==> src/rtl/stream_demux_1to2.sv <==
// ============================================================================
// stream_demux_1to2
//
// Registered 1-to-2 stream demultiplexer. One valid/ready input stream is
// routed to output A (in_sel=0) or output B (in_sel=1). Each output has its
// own 2-entry FIFO, so a stalled consumer on one side never blocks words
// going to the other side.
//
// Ports
//   Clk       in   1      clock, rising edge
//   Reset     in   1      asynchronous, active-high reset
//   in_valid  in   1      input word present
//   in_ready  out  1      block accepts a word for the selected destination
//   in_data   in   WIDTH  input word
//   in_sel    in   1      destination: 0 -> A, 1 -> B (qualified by in_valid)
//   a_valid   out  1      output A holds a word
//   a_ready   in   1      consumer A takes the word
//   a_data    out  WIDTH  head of FIFO A (0 while empty)
//   b_valid   out  1      output B holds a word
//   b_ready   in   1      consumer B takes the word
//   b_data    out  WIDTH  head of FIFO B (0 while empty)
//
// Word accepted at edge N is visible on its output in cycle N+1; there is no
// combinational path from input data/valid to any output.
// ============================================================================

// ----------------------------------------------------------------------------
// stream_demux_fifo2
//
// Two-entry FIFO with an explicit EMPTY / ONE / FULL state machine. The
// entries are a head register (drives dout) and a tail register (second word).
//
// Ports
//   Clk    in   1      clock
//   Reset  in   1      asynchronous, active-high reset
//   push   in   1      write din (caller guarantees not FULL)
//   pop    in   1      consume head (ignored while EMPTY)
//   din    in   WIDTH  word to write
//   valid  out  1      FIFO holds at least one word
//   full   out  1      FIFO holds two words
//   dout   out  WIDTH  head word, 0 while EMPTY
// ----------------------------------------------------------------------------
module stream_demux_fifo2 #(
    parameter int WIDTH = 32
) (
    input  logic             Clk,
    input  logic             Reset,
    input  logic             push,
    input  logic             pop,
    input  logic [WIDTH-1:0] din,
    output logic             valid,
    output logic             full,
    output logic [WIDTH-1:0] dout
);

    typedef enum logic [1:0] {
        EMPTY = 2'd0,
        ONE   = 2'd1,
        FULL  = 2'd2
    } fifo_state_t;

    fifo_state_t      state, state_nxt;
    logic [WIDTH-1:0] head, head_nxt;
    logic [WIDTH-1:0] tail, tail_nxt;

    // NOTE: every signal written here gets a default first, so no path leaves
    // it unassigned and no latch is inferred.
    always_comb begin
        state_nxt = state;
        head_nxt  = head;
        tail_nxt  = tail;
        unique case (state)
            EMPTY: begin
                if (push) begin
                    state_nxt = ONE;
                    head_nxt  = din;
                end
            end
            ONE: begin
                if (push && pop) begin
                    // Old head leaves, new word takes its place.
                    head_nxt = din;
                end else if (push) begin
                    state_nxt = FULL;
                    tail_nxt  = din;
                end else if (pop) begin
                    state_nxt = EMPTY;
                end
            end
            FULL: begin
                // No push can arrive here: in_ready is low for this side.
                if (pop) begin
                    state_nxt = ONE;
                    head_nxt  = tail;
                end
            end
            default: begin
                state_nxt = EMPTY;
            end
        endcase
    end

    // NOTE: sequential state uses non-blocking assignments so every register
    // samples the pre-edge values, independent of statement order.
    // NOTE: the two data registers are reset too; they are only two words, and
    // it keeps the outputs free of X straight after reset.
    always_ff @(posedge Clk or posedge Reset) begin
        if (Reset) begin
            state <= EMPTY;
            head  <= '0;
            tail  <= '0;
        end else begin
            state <= state_nxt;
            head  <= head_nxt;
            tail  <= tail_nxt;
        end
    end

    assign valid = (state != EMPTY);
    assign full  = (state == FULL);
    // A stale head after the last pop must not leak out, so gate it.
    assign dout  = valid ? head : '0;

endmodule

// ----------------------------------------------------------------------------
// Top level
// ----------------------------------------------------------------------------
module stream_demux_1to2 #(
    parameter int WIDTH = 32
) (
    input  logic             Clk,
    input  logic             Reset,
    input  logic             in_valid,
    output logic             in_ready,
    input  logic [WIDTH-1:0] in_data,
    input  logic             in_sel,
    output logic             a_valid,
    input  logic             a_ready,
    output logic [WIDTH-1:0] a_data,
    output logic             b_valid,
    input  logic             b_ready,
    output logic [WIDTH-1:0] b_data
);

    logic a_full, b_full;
    logic accept;
    logic push_a, push_b;
    logic pop_a, pop_b;

    // Ready depends only on the selected side's fullness; deliberately not on
    // in_valid or on either consumer's ready, so no combinational loop can
    // form through the producer or the consumers.
    assign in_ready = in_sel ? ~b_full : ~a_full;

    assign accept = in_valid & in_ready;
    assign push_a = accept & ~in_sel;
    assign push_b = accept &  in_sel;
    assign pop_a  = a_valid & a_ready;
    assign pop_b  = b_valid & b_ready;

    stream_demux_fifo2 #(.WIDTH(WIDTH)) u_fifo_a (
        .Clk   (Clk),
        .Reset (Reset),
        .push  (push_a),
        .pop   (pop_a),
        .din   (in_data),
        .valid (a_valid),
        .full  (a_full),
        .dout  (a_data)
    );

    stream_demux_fifo2 #(.WIDTH(WIDTH)) u_fifo_b (
        .Clk   (Clk),
        .Reset (Reset),
        .push  (push_b),
        .pop   (pop_b),
        .din   (in_data),
        .valid (b_valid),
        .full  (b_full),
        .dout  (b_data)
    );

endmodule

==> config.mk <==
export PLATFORM = sky130hd
export DESIGN_NAME = stream_demux_1to2
export DESIGN_NICKNAME = d
export VERILOG_FILES = /design/src/rtl/stream_demux_1to2.sv
export SDC_FILE = /design/constraint.sdc
export NUM_CORES = 1
export LEC_CHECK = 0
export BUFFER_PORTS_ARGS = -buffer_cell sky130_fd_sc_hd__buf_2
export CAP_MARGIN = 15
export CORE_AREA = 2 2 140 101
export CTS_BUF_LIST = sky130_fd_sc_hd__clkbuf_8 sky130_fd_sc_hd__clkbuf_16
export DETAILED_ROUTE_END_ITERATION = 6
export DIE_AREA = 0 0 142 103
export HOLD_SLACK_MARGIN = 0.15
export MAX_ROUTING_LAYER = met4
export PLACE_DENSITY = 0.79
export RECOVER_POWER = 100
export SYNTH_ARGS = -nofsm -noshare
export SYNTH_HDL_FRONTEND = slang
export SYNTH_HIERARCHICAL = 1
export SYNTH_SLANG_ARGS = --single-unit
==> constraint.sdc <==
create_clock -name Clk -period 2.3 [get_ports Clk]
set_input_delay 0.115 -clock Clk [delete_from_list [all_inputs] [get_ports Clk]]
set_output_delay 0.115 -clock Clk [all_outputs]
set_load 0.03 [all_outputs]
==> qor.txt, run 1 <==
Vias per Instance: 5.15
leakage power: 3.79 nW
Worst-Margin Slew: 1.02 ns
gpl congestion: 0.753
Synth cell types: 22
TritonCTS Buffers: 17
maximum VDD drop: 0.794 mV
crit-path cells: buf_4 > nor2_4 > inv_1 > and2_0 > and3b_2 > buf_6 > mux2_2
largest net degree at the start of global routing: 42
initial antenna violation count: 0
floorplan row count: 36
Cells on Worst Hold Path: 4
hold worst-path end: u_fifo_a/state[0]
Initial Utilization: 50.6%
critical hold path startpoint: in_sel
Synth Instances: 449
nets: 632
share of layout cells above drive strength 1: 43.5%
Final ANT Viol Nets: 0
total iterations of the first detailed-routing run: 4
GRT Residual Overflow: 0
Antenna diodes: 0
Fmax achieved: 0.460 GHz
H-tree depth: 4
final-report max-slew violation count: 0
top cells by count, synth: dfrtp_1 (132), mux2_4 (112), mux2_2 (74)
Worst setup SP type: flop
syn_nets: 487
TNS Setup: 0 ns
clk_lat worst skew: 0.41 ns
CTS tree: yes
RSZ-0062 raised after global routing: no
final worst path period need: 2.17 ns
via count: 4006
Cell Area, Synth: 6820 um^2
Setup crit start: u_fifo_a/state[0]
Final Cell Area: 8150 um^2
count leader, synth: dfrtp_1
final setup violating endpoints: 0
P per Cell Area: 1510 nW/um^2
CTS max path bufs: 2
flops & latches, synth: 132
R2R setup slack: 0.13 ns
critical path class: flop to flop
Die Y: 103 um
R2R cell count: 7
Fin Clk Skew: 0.00734 ns
Die Span X: 142 um
placeable core area: 13500 um^2
final WL: 13400 um
number of global-route vias before repair: 4359
Slew Limit Headroom: 32.1%
final period utilization: 94.6%
max_cap viols: 0
Resize count post-CTS: 0
ranking of synthesized cells by area: dfrtp_1 (48%), mux2_4 (25%), mux2_2 (12%), nor2b_1 (5.9%), buf_6 (2.3%)
remaining routing DRC violations: 0
global-route wire length before repair: 22400 um
I/O Buffers: 104
RR Startpoint: u_fifo_a/state[0]
Clock transition at path regs: 0.05 ns
Slowest-stage cell, CP: and3b_2
Hold Crit Class: input port to flop
Root Buffer: clkbuf_16
worst r2r dst: u_fifo_a/tail[24]
Async SR Flop Fraction: 100%
DPL Wire Length: 8860 um
sequential-to-total area share from yosys stat: 48.5%
Syn Area/Cell: 15.2 um^2
CP Data Required Time: 2.59 ns
prevailing post-synth register cell: dfrtp_1
Placed Area: 7480 um^2
Sink Count: 132
initial drt markers: 112
status: finished clean
Layout area overhead: 19.6%
die area: 14600 um^2
Setup Fix Bufs, Post-CTS: 0
Synth Warn #: 6
CP Max Fanout: 14
crit path DAT: 2.47 ns
drt wl/cell: 17.2 um
EDFF count, synth: 0
post-synth top area share: 48.5%
Setup crit end kind: flop
area leader, netlist: dfrtp_1
GRT Util Overall: 21.0%
Max stage delay on crit path: 0.44 ns
num ports: 105
Fin. Hold Viols: 0
flip-flops by register name, summed over array words and instances (netlist names):
name            count
u_fifo_b/tail      32
u_fifo_b/head      32
u_fifo_b/state      2
u_fifo_a/tail      32
u_fifo_a/state      2
u_fifo_a/head      32
routing by layer:
metal  global-route usage, %  wire, um
met4                    7.31       140
met2                    34.5      6580
met3                    4.64       476
met5                       -         0
met1                    26.0      6220
cells by family after synthesis:
family | count (synthesis) | share of synthesized area [%]
AOI/OAI and AO/OA | 8 | 1.29
muxes | 195 | 38.3
buffers and inverters | 34 | 4.44
DFF | 132 | 48.5
and+or+nand+nor | 80 | 7.47
worst max-delay path: cells and delay by family (launching register included):
family | cells | cell delay [ns]
simple gates | 3 | 0.85
buf+inv | 3 | 0.45
flops | 1 | 0.39
mux | 1 | 0.36
area by class of cell:
| class | count | area, um^2 |
|---|---|---|
| fill | 1065 | 5310 |
| sequential | 132 | 3310 |
| multi-input combinational | 283 | 3040 |
| timing repair buffer | 154 | 962 |
| clock buffer | 21 | 480 |
| tap | 171 | 214 |
| clock inverter | 11 | 133 |
| inverter | 6 | 22.5 |
power by group:
group / internal [W] / total [W] / switching [W]
combinational: 0.00238 / 0.00541 / 0.00304
sequential: 0.00352 / 0.00412 / 0.000605
clock: 0.00180 / 0.00276 / 0.000953
total: 0.00770 / 0.0123 / 0.00459
metrics by stage:
| step | total power, W | hold slack [ns] | setup slack [ns] | cells | util [%] |
|---|---|---|---|---|---|
| global placement | 0.0100 | 0.153 | 0.202 | 712 | 55.6 |
| global route | 0.0130 | 0.207 | 0.0131 | 778 | 60.5 |
| floorplan | 0.00890 | 0.250 | 0.0298 | 449 | - |
| CTS | 0.0131 | 0.163 | 0.145 | 778 | 62.7 |
| detailed placement | 0.0102 | 0.160 | 0.150 | 712 | 55.6 |
| finish | 0.0123 | 0.182 | 0.125 | 778 | 60.5 |
placed cells by master (no fill, tap or decap), types with 3 or more instances in the layout:
master and count:
mux2_1 55, inv_1 8, buf_4 7, a21oi_1 4
clkbuf_2 34, clkinv_2 4, clkbuf_8 4, dfrtp_1 130
bufinv_16 3, nor2b_1 64, clkbuf_1 35, dlygate4sd3_1 34
mux2_4 63, clkbuf_16 17, buf_2 38, mux2i_1 3
mux2_2 74
worst max-delay path by stage:
stage / endpoint / slack [ns] / depth (start not counted)
CTS: u_fifo_a/tail[13] / 0.15 / 7
global route: u_fifo_a/tail[24] / 0.01 / 7
detailed placement: u_fifo_a/tail[13] / 0.15 / 7
global placement: u_fifo_a/tail[8] / 0.20 / 7
floorplan: u_fifo_a/tail[0] / 0.03 / 10
finish: u_fifo_a/tail[24] / 0.13 / 7
repair_timing:
item                                    in CTS  in global routing
endpoints found under the setup margin       0                  0
hold buffers                                34                  0
hold endpoints to repair                   171                  0
Note: power is estimated with default switching activity, not from simulation.
==> inputs of run 2 (changes only) <==
--- a/config.mk
+++ b/config.mk
@@ -12,7 +12,6 @@
 export DETAILED_ROUTE_END_ITERATION = 6
 export DIE_AREA = 0 0 142 103
 export HOLD_SLACK_MARGIN = 0.15
-export MAX_ROUTING_LAYER = met4
 export PLACE_DENSITY = 0.79
 export RECOVER_POWER = 100
 export SYNTH_ARGS = -nofsm -noshare
==> qor.txt, run 2 (synthesis results as in run 1) <==
status: finished clean
initial drt markers: 119 (+6.3%)
WL met1: 6180 um (-0.64%)
remaining routing DRC violations: 0 (unchanged)
critical path class: flop to flop
Antenna diodes: 0 (unchanged)
final period utilization: 94.5% (about the same)
critical hold path startpoint: in_sel
Setup crit start: u_fifo_a/state[0]
final WL: 13400 um (about the same)
Cells after DPL: 712 (unchanged)
Worst-Margin Slew: 1.00 ns (-0.0141 ns)
placeable core area: 13500 um^2 (unchanged)
number of global-route vias before repair: 4359 (unchanged)
Fmax achieved: 0.460 GHz (about the same)
Bufs and invs on worst path: 3 (unchanged)
via count: 4014 (+0.20%)
Layout area overhead: 19.6% (unchanged)
Placed Area: 7480 um^2 (unchanged)
final setup violating endpoints: 0 (unchanged)
CP Data Required Time: 2.59 ns (about the same)
Stages on worst setup path: 7 (unchanged)
CP Max Fanout: 14 (unchanged)
metal2 WL: 6610 um (+0.49%)
Gate power share: 44.0% (about the same)
initial antenna violation count: 0 (unchanged)
Root Buffer: clkbuf_16
Initial Utilization: 50.6% (unchanged)
RSZ-0062 raised after global routing: no
Clock transition at path regs: 0.05 ns (about the same)
final-report max-slew violation count: 0 (unchanged)
largest net degree at the start of global routing: 42 (unchanged)
maximum VDD drop: 0.794 mV (about the same)
leakage power: 3.79 nW (unchanged)
Fin. Hold Viols: 0 (unchanged)
switching fraction of total power: 37.4% (about the same)
nets: 632 (unchanged)
GRT Residual Overflow: 0 (unchanged)
Final Cell Area: 8150 um^2 (unchanged)
R2R setup slack: 0.13 ns (about the same)
global-route wire length before repair: 22400 um (about the same)
clock power share: 22.4% (about the same)
DPL Wire Length: 8860 um (unchanged)
Max stage delay on crit path: 0.44 ns (about the same)
Fin Clk Skew: 0.00719 ns (-0.000146 ns)
floorplan row count: 36 (unchanged)
final worst path period need: 2.17 ns (-0.000953 ns)
total iterations of the first detailed-routing run: 4 (unchanged)
Worst setup SP type: flop
Die Span X: 142 um (unchanged)
max_cap viols: 0 (unchanged)
CTS tree: yes
non-filler cells, final: 778 (unchanged)
Int Pwr: 0.00770 W (about the same)
Die Y: 103 um (unchanged)
crit path DAT: 2.46 ns (about the same)
H-tree depth: 4 (unchanged)
RR Startpoint: u_fifo_a/state[0]
Top Metal Used: met4
Slowest-stage cell, CP: and3b_2
WL met3: 497 um (+4.4%)
TritonCTS Buffers: 17 (unchanged)
gpl congestion: 0.744 (-1.2%)
Hold Crit Class: input port to flop
I/O Buffers: 104 (unchanged)
die area: 14600 um^2 (unchanged)
clk_lat worst skew: 0.41 ns (about the same)
CTS max path bufs: 2 (unchanged)
GRT Util Overall: 20.3% (-0.65 points)
switching pwr: 0.00460 W (+0.12%)
most common cell after layout, fill and taps aside: dfrtp_1
Cells on Worst Hold Path: 4 (unchanged)
share of layout cells above drive strength 1: 43.5% (unchanged)
Reg power frac: 33.5% (about the same)
CP delay by family, top: simple AND/OR/NAND/NOR gates
overall power: 0.0123 W (about the same)
Vias per Instance: 5.16 (+0.20%)
TNS Setup: 0 ns (unchanged)
P per Cell Area: 1510 nW/um^2 (about the same)
drt wl/cell: 17.3 um (about the same)
Sink Count: 132 (unchanged)
crit-path cells: buf_4 > nor2_4 > inv_1 > and2_0 > and3b_2 > buf_6 > mux2_2
hold worst-path end: u_fifo_a/state[0]
Setup Fix Bufs, Post-CTS: 0 (unchanged)
Final ANT Viol Nets: 0 (unchanged)
most frequent cells in the layout: dfrtp_1 (130), mux2_2 (74), nor2b_1 (64), mux2_4 (63), mux2_1 (55)
Setup crit end kind: flop
worst r2r dst: u_fifo_a/tail[24]
num ports: 105 (unchanged)
R2R cell count: 7 (unchanged)
Slew Limit Headroom: 33.1% (+0.94 points)
-- run 2: cell counts in the layout (fill, tap and decap cells not counted) --
Identical to the previous run, type by type.
-- run 2: cell type report --
type                    count  area, um^2
multi-input cells         283        3040
inverters                   6        22.5
fillers                  1065        5310
repair buffers            154         962
clock inverters            11         133
clock buffers              21         480
flip-flops and latches    132        3310
well taps                 171         214
-- run 2: power by group through the flow --
stage	registers [W]	clock network [W]	logic, W
floorplan	0.00397	0	0.00493
global placement	0.00411	0	0.00592
detailed placement	0.00418	0	0.00607
CTS	0.00416	0.00283	0.00614
global route	0.00427	0.00292	0.00582
finish	0.00412	0.00276	0.00542
-- run 2: timing repair --
item	in CTS	in global routing
hold buffers	34	0
hold endpoints to repair	171	0
resized for setup	0	0
-- run 2: worst reg2reg max path: stages (launching register included) --
cell	delay, ns
dfrtp_2	0.39
buf_4	0.16
nor2_4	0.13
inv_1	0.06
and2_0	0.28
and3b_2	0.44
buf_6	0.23
mux2_2	0.36
-- run 2: worst max-delay path by stage --
| stage | end | slack (ns) |
|---|---|---|
| floorplan | u_fifo_a/tail[0] | 0.03 |
| detailed placement | u_fifo_a/tail[13] | 0.15 |
| global route | u_fifo_a/tail[24] | 0.01 |
| CTS | u_fifo_a/tail[13] | 0.15 |
| global placement | u_fifo_a/tail[8] | 0.20 |
| finish | u_fifo_a/tail[24] | 0.13 |
-- run 2: per-stage QoR --
step,utilization [%],setup slack [ns],hold slack [ns]
6_report,60.5,0.126,0.181
5_1_grt,60.5,0.0131,0.207
4_1_cts,62.7,0.145,0.163
3_5_place_dp,55.6,0.150,0.160
3_3_place_gp,55.6,0.202,0.153
2_1_floorplan,-,0.0298,0.250
-- run 2: metal layers --
| layer | vias to the layer above | GRT usage, % |
|---|---|---|
| li1 | 1854 | - |
| met5 | - | 0 |
| met4 | 0 | 7.31 |
| met1 | 2062 | 25.9 |
| met2 | 87 | 34.5 |
| met3 | 11 | 4.83 |
